==> config.mk <==
export PLATFORM = sky130hd
export DESIGN_NAME = niosii_system_sysid_ext
export DESIGN_NICKNAME = d
export VERILOG_FILES = /design/src/rtl/niosii_system_sysid_ext.sv
export SDC_FILE = /design/constraint.sdc
export NUM_CORES = 1
export LEC_CHECK = 0
export CORE_UTILIZATION = 38
export DETAILED_ROUTE_END_ITERATION = 7
export PLACE_DENSITY = 0.64
export SLEW_MARGIN = 20
export SYNTH_ARGS = -nofsm -noshare
export SYNTH_HDL_FRONTEND = slang
export SYNTH_SLANG_ARGS = --single-unit
==> constraint.sdc <==
create_clock -name clock -period 3.7 [get_ports clock]
set_clock_uncertainty 0.05 [all_clocks]
set_input_delay 0.74 -clock clock [delete_from_list [all_inputs] [get_ports clock]]
set_output_delay 0.74 -clock clock [all_outputs]
set_load 0.05 [all_outputs]
==> src/rtl/niosii_system_sysid_ext.sv <==
// System ID slave with build timestamp, snapshot-able uptime counter, scratch and status/control.
// Pipelined Avalon-MM read path: fixed latency of one cycle, qualified by readdatavalid.
module niosii_system_sysid_ext #(
    parameter logic [31:0] ID_VALUE        = 32'h0000_0000,
    parameter logic [31:0] TIMESTAMP_VALUE = 32'd1490297630,
    parameter int          UPTIME_WIDTH    = 64,
    parameter int          ADDR_WIDTH      = 3
) (
    input  logic                  clock,
    input  logic                  reset_n,
    input  logic [ADDR_WIDTH-1:0] address,
    input  logic                  read,
    input  logic                  write,
    input  logic [31:0]           writedata,
    input  logic [3:0]            byteenable,
    output logic [31:0]           readdata,
    output logic                  readdatavalid
);

    localparam int HI_W = UPTIME_WIDTH - 32;

    localparam logic [ADDR_WIDTH-1:0] A_ID      = ADDR_WIDTH'(0);
    localparam logic [ADDR_WIDTH-1:0] A_TS      = ADDR_WIDTH'(1);
    localparam logic [ADDR_WIDTH-1:0] A_UP_LO   = ADDR_WIDTH'(2);
    localparam logic [ADDR_WIDTH-1:0] A_UP_HI   = ADDR_WIDTH'(3);
    localparam logic [ADDR_WIDTH-1:0] A_SCRATCH = ADDR_WIDTH'(4);
    localparam logic [ADDR_WIDTH-1:0] A_STATUS  = ADDR_WIDTH'(5);

    logic [UPTIME_WIDTH-1:0] counter_q, counter_d;
    logic [HI_W-1:0]         hi_shadow_q, hi_shadow_d;
    logic [31:0]             scratch_q, scratch_d;
    logic                    wrapped_q, wrapped_d;
    logic                    freeze_q, freeze_d;
    logic [31:0]             readdata_q, readdata_d;
    logic                    rdv_q, rdv_d;

    logic                    rd_req;
    logic                    wrap;
    logic [31:0]             status_word;
    logic [31:0]             rd_mux;

    always_comb begin
        rd_req      = read && !write;
        wrap        = !freeze_q && (counter_q == '1);
        status_word = {16'h0000, 8'(UPTIME_WIDTH), 6'b000000, freeze_q, wrapped_q};

        // The old FREEZE governs this edge; a FREEZE write only affects later edges.
        counter_d   = freeze_q ? counter_q : counter_q + UPTIME_WIDTH'(1);

        // Snapshot uses the pre-edge counter so LO and HI always belong together.
        hi_shadow_d = hi_shadow_q;
        if (rd_req && address == A_UP_LO) begin
            hi_shadow_d = counter_q[UPTIME_WIDTH-1:32];
        end

        scratch_d = scratch_q;
        freeze_d  = freeze_q;
        wrapped_d = wrapped_q;
        if (write && address == A_SCRATCH) begin
            for (int i = 0; i < 4; i++) begin
                if (byteenable[i]) begin
                    scratch_d[8*i +: 8] = writedata[8*i +: 8];
                end
            end
        end
        if (write && address == A_STATUS) begin
            freeze_d = writedata[1];
            if (writedata[0]) begin
                wrapped_d = 1'b0;
            end
        end
        if (wrap) begin
            wrapped_d = 1'b1;
        end

        case (address)
            A_ID:      rd_mux = ID_VALUE;
            A_TS:      rd_mux = TIMESTAMP_VALUE;
            A_UP_LO:   rd_mux = counter_q[31:0];
            A_UP_HI:   rd_mux = 32'(hi_shadow_q);
            A_SCRATCH: rd_mux = scratch_q;
            A_STATUS:  rd_mux = status_word;
            default:   rd_mux = 32'h0000_0000;
        endcase

        rdv_d      = rd_req;
        readdata_d = rd_req ? rd_mux : readdata_q;
    end

    always_ff @(posedge clock or negedge reset_n) begin
        if (!reset_n) begin
            counter_q   <= '0;
            hi_shadow_q <= '0;
            scratch_q   <= '0;
            wrapped_q   <= 1'b0;
            freeze_q    <= 1'b0;
            readdata_q  <= '0;
            rdv_q       <= 1'b0;
        end else begin
            counter_q   <= counter_d;
            hi_shadow_q <= hi_shadow_d;
            scratch_q   <= scratch_d;
            wrapped_q   <= wrapped_d;
            freeze_q    <= freeze_d;
            readdata_q  <= readdata_d;
            rdv_q       <= rdv_d;
        end
    end

    assign readdata      = readdata_q;
    assign readdatavalid = rdv_q;

endmodule

* After elaboration in Yosys (flattened, before gate mapping) *
Cells that the tools add are included.

storage, ports and cells
  bits in registers = 163
  bits of input ports = 43
  output and inout bits = 33
  logic and storage cells = 35

cells by class
  $add $sub $neg = 1
  equal/unequal tests = 6
  muxes and demuxes = 4
  reductions and logical operators = 14

operators by type and width
  cell                                           count
  case mux 32 bit (5 select lines)               1
  adder 64 x 1 -> 64 bit, second input constant  1
  == test 64 bit, second input constant          1
  AND reduction 2 bit                            5
  == test 3 x 2 -> 1 bit, second input constant  2
  == test 3 bit, second input constant           2
  logical AND 1 bit                              5
  nonzero test 2 bit                             2
  == test 3 x 1 -> 1 bit, second input constant  1
  2-to-1 mux 1 bit                               3
  zero test 1 bit                                2

* Depth between registers and ports, before layout *
  depth after elaboration = 4
  depth in mapped cells = 7
  mapped depth without buffers = 6

* Worst setup path before layout *
Ideal clock, no wire load.

  path type = input to register
  start = in write
  end = reg hi_shadow_q[10]
  library setup time = 125 ps
  arrival = 2199 ps
  required time = 3525 ps
  slack = 1326 ps
  cell stages on the path = 6
  buffers on the path = 3
  cell sequence = clkbuf_1 > nand2b_1 > clkbuf_1 > nor3_1 > buf_2 > mux2_2

on the way
  longest elaborated chain between the ends = 3

ends and longest elaborated chain
  item                  RTL line  text
  from (decl)           13        input logic write,
  zero test 1 bit       43        rd_req = read && !write;
  logical AND 1 bit     43
  logical AND 1 bit     52        if (rd_req && address == A_UP_LO) begin
  to (signal assigned)  101       hi_shadow_q <= hi_shadow_d;
  to (decl)             30        logic [HI_W-1:0] hi_shadow_q, hi_shadow_d;

Every way passes these cells.
A chain may end at the register's enable or synchronous reset.

* Worst setup path after layout *
  start = in address[2]
  end = reg scratch_q[29]

on the way
  longest elaborated chain between the ends = 3

ends and longest elaborated chain
  item                           RTL line  text
  from (decl)                    11        input logic [ADDR_WIDTH-1:0] address,
  == test 3 bit                  59        if (write && address == A_SCRATCH) begin
  logical AND 1 bit              59
  AND reduction 2 bit (no line)  -
  to (signal assigned)           102       scratch_q <= scratch_d;
  to (decl)                      31        logic [31:0] scratch_q, scratch_d;

Every way passes these cells.

==> flow_metrics.env <==
export IMPL_synth_top_family_by_area="simple AND/OR/NAND/NOR gates"
export IMPL_synthesis_area_um2=7570
export IMPL_hp_class="in2async"
export IMPL_rsz0062_at_grt="no"
export IMPL_wl_per_cell_um=17.7
export IMPL_worstPathArrival_ns=2.78
export IMPL_final_common_cell="dfrtp_1"
export IMPL_synthMuxAreaShare=0.125
export IMPL_pre_cts_slack_ns=0.721
export IMPL_die_area_um2=20500
export IMPL_grt_overflow=0
export IMPL_grt_pass1_vias=5474
export IMPL_netlist_instances=677
export IMPL_final_util=0.475
export IMPL_gp_congestion=0.815
export IMPL_worst_pin_slew_ns=0.773
export IMPL_synth_compound_area_frac=0.0564
export IMPL_syn_nets=721
export IMPL_wl_um=18300
export IMPL_min_period_ns=2.51
export IMPL_cts_tree="yes"
export IMPL_ir_drop_mv=0.282
export IMPL_drc=0
export IMPL_hold_violations=0
export IMPL_synth_warnings=0
export IMPL_mostFrequentLayoutCells="dfrtp_1 (163), clkdlybuf4s50_1 (73), mux2_2 (66)"
export IMPL_synth_area_per_cell_um2=11.2
export IMPL_grt_max_degree=86
export IMPL_via_per_inst=5.20
export IMPL_clk_pin_slew_ns=0.07
export IMPL_vias=5370
export IMPL_slowest_delay_ns=0.45
export IMPL_synth_top_cell_area_share=0.539
export IMPL_first_iter_violations=433
export IMPL_start_kind="primary input"
export IMPL_h_tree_depth=4
export IMPL_endpoint_kind="flip-flop"
export IMPL_clkLatencyLatePin_ns=0.43
export IMPL_drv_slew=0
export IMPL_crit_path_start="address[2]"
export IMPL_synth_fa_ha_area_frac=0.00165
export IMPL_core_rowCount=51
export IMPL_syn_to_final_growth_pct=22.2
export IMPL_crit_top_cell="buf_4"
export IMPL_postCtsHoldBufs=0
export IMPL_p_per_area_nw_per_um2=479
export IMPL_tritoncts_num_buffers=17
export IMPL_io_buffer_count=75
export IMPL_slew_headroom=0.485
export IMPL_track_usage=0.193
export IMPL_insertedDiodeCount=0
export IMPL_r2r_start="freeze_q"
export IMPL_antenna_found_initial=0
export IMPL_synth_cell_type_count=47
export IMPL_synth_area_top_cells="dfrtp_1 (54%), mux2_2 (9.8%), xor2_1 (4.7%), a21oi_1 (2.8%), nand2_1 (2.8%)"
export IMPL_setup_tns_ns=0
export IMPL_cap_violations=0
export IMPL_core_area_um2=19500
export IMPL_synth_seq_area_share=0.539
export IMPL_io_pins=76
export IMPL_synth_edf_count=0
export IMPL_cts_resized=0
export IMPL_worstSetupPathType="in2reg"
export IMPL_fp_dieH_um=143
export IMPL_cts_sinks=163
export IMPL_worstPathRequired_ns=3.96
export IMPL_synth_async_reset_ratio=1.00
export IMPL_yosys_area_top_type="dfrtp_1"
export IMPL_drive_gt1_frac=0.181
export IMPL_nets=799
export IMPL_cpMaxStageDelayCell="clkdlybuf4s50_1"
export IMPL_synth_main_ff_cell="dfrtp_1"
export IMPL_firstDrtPassIters=4
export IMPL_clock_root_buffer="clkbuf_16"
export IMPL_whs_ns=0.312
export IMPL_dp_hpwl_um=13200
export IMPL_detail_route_antenna_nets=0
export IMPL_finalCritPeriodShare=0.680
export IMPL_fmax_ghz=0.398
export IMPL_die_w_um=143
export IMPL_path_max_fanout=32
export IMPL_path_cells="clkdlybuf4s50_1, buf_4, nor3b_2, buf_4, nand3_1, mux2_2"
export IMPL_yosys_area_share_simple=0.187
export IMPL_ys_ff_latch=163
export IMPL_start_util=0.389
export IMPL_synth_xor_area_share=0.0729
export IMPL_post_cts_buffers=0
export IMPL_cts_max_path_buffers=2
export IMPL_setup_slack_ns=1.19
export IMPL_grt_pass1_wl_um=29600
export IMPL_setup_viol=0
export IMPL_p_leak_nw=4.22
export IMPL_run_status="complete, no violations"
==> cells in the mapped netlist (17+ instances only) <==
cell type	n
nand3_1	30
a21oi_1	43
nand2_1	56
nor3_1	31
xor2_1	41
mux2_2	66
xnor2_1	22
o21ai_0	32
mux2i_1	20
nand4_1	19
nor2_1	55
dfrtp_1	163
clkbuf_1	17
==> flip-flops by register name, summed over array words and instances, names as in the netlist <==
signal         flops
wrapped_q          1
scratch_q         32
readdata          32
counter_q         64
freeze_q           1
readdatavalid      1
hi_shadow_q       32
==> power by group <==
part,internal [W],switching (W)
Clock,0.00107,0.000746
Sequential,0.00193,0.000144
Combinational,0.000245,0.000290
Total,0.00324,0.00118
==> worst max-delay path: cells and delay by family <==
kind	cells	cell delay, ns
and+or+nand+nor	2	0.58
muxes	1	0.40
buffers and inverters	3	1.04
==> through the flow <==
| step | std cells | cell area (um2) | power [W] |
|---|---|---|---|
| after floorplan | 677 | 7570 | 0.00242 |
| after global placement | 1001 | 8640 | 0.00263 |
| after detailed placement | 1001 | 8640 | 0.00265 |
| after CTS | 1032 | 9250 | 0.00446 |
| after global routing | 1032 | 9250 | 0.00459 |
| final | 1032 | 9250 | 0.00443 |
==> layer usage <==
layer | vias to the layer above | routed length, um | track usage
met1 | 2654 | 8830 | 0.270
met3 | 32 | 834 | 0.0379
met2 | 129 | 8250 | 0.291
met4 | 0 | 350 | 0.0798
met5 | - | 0 | 0
li1 | 2555 | - | -
==> final cells by class <==
class	count	area (um2)
fillers	1809	10200
flip-flops and latches	163	4080
multi-input cells	480	3360
repair buffers	87	850
clock buffers	17	425
well taps	265	332
clock inverters	14	176
inverters	6	22.5
==> worst paths after layout <==
check,end,slack (ns),cells past startpoint
max,scratch_q[29],1.19,6
min,readdata[26],0.31,1
max reg2reg,counter_q[50],1.25,5
min reg2reg,readdata[17],0.43,2
max in group asynchronous,counter_q[4],2.46,2
min in group clock,readdata[17],0.43,2
==> kinds of logic (layout without fill, tap and decap cells) <==
group	after synthesis	in the layout
XOR/XNOR	63	63
adder cells (fa/ha/maj)	1	1
buffers and inverters	34	124
AND/OR/NAND/NOR	249	249
AO/OA/AOI/OAI	81	81
flip-flops	163	163
multiplexers	86	86
Note: power is estimated with default switching activity, not from simulation.
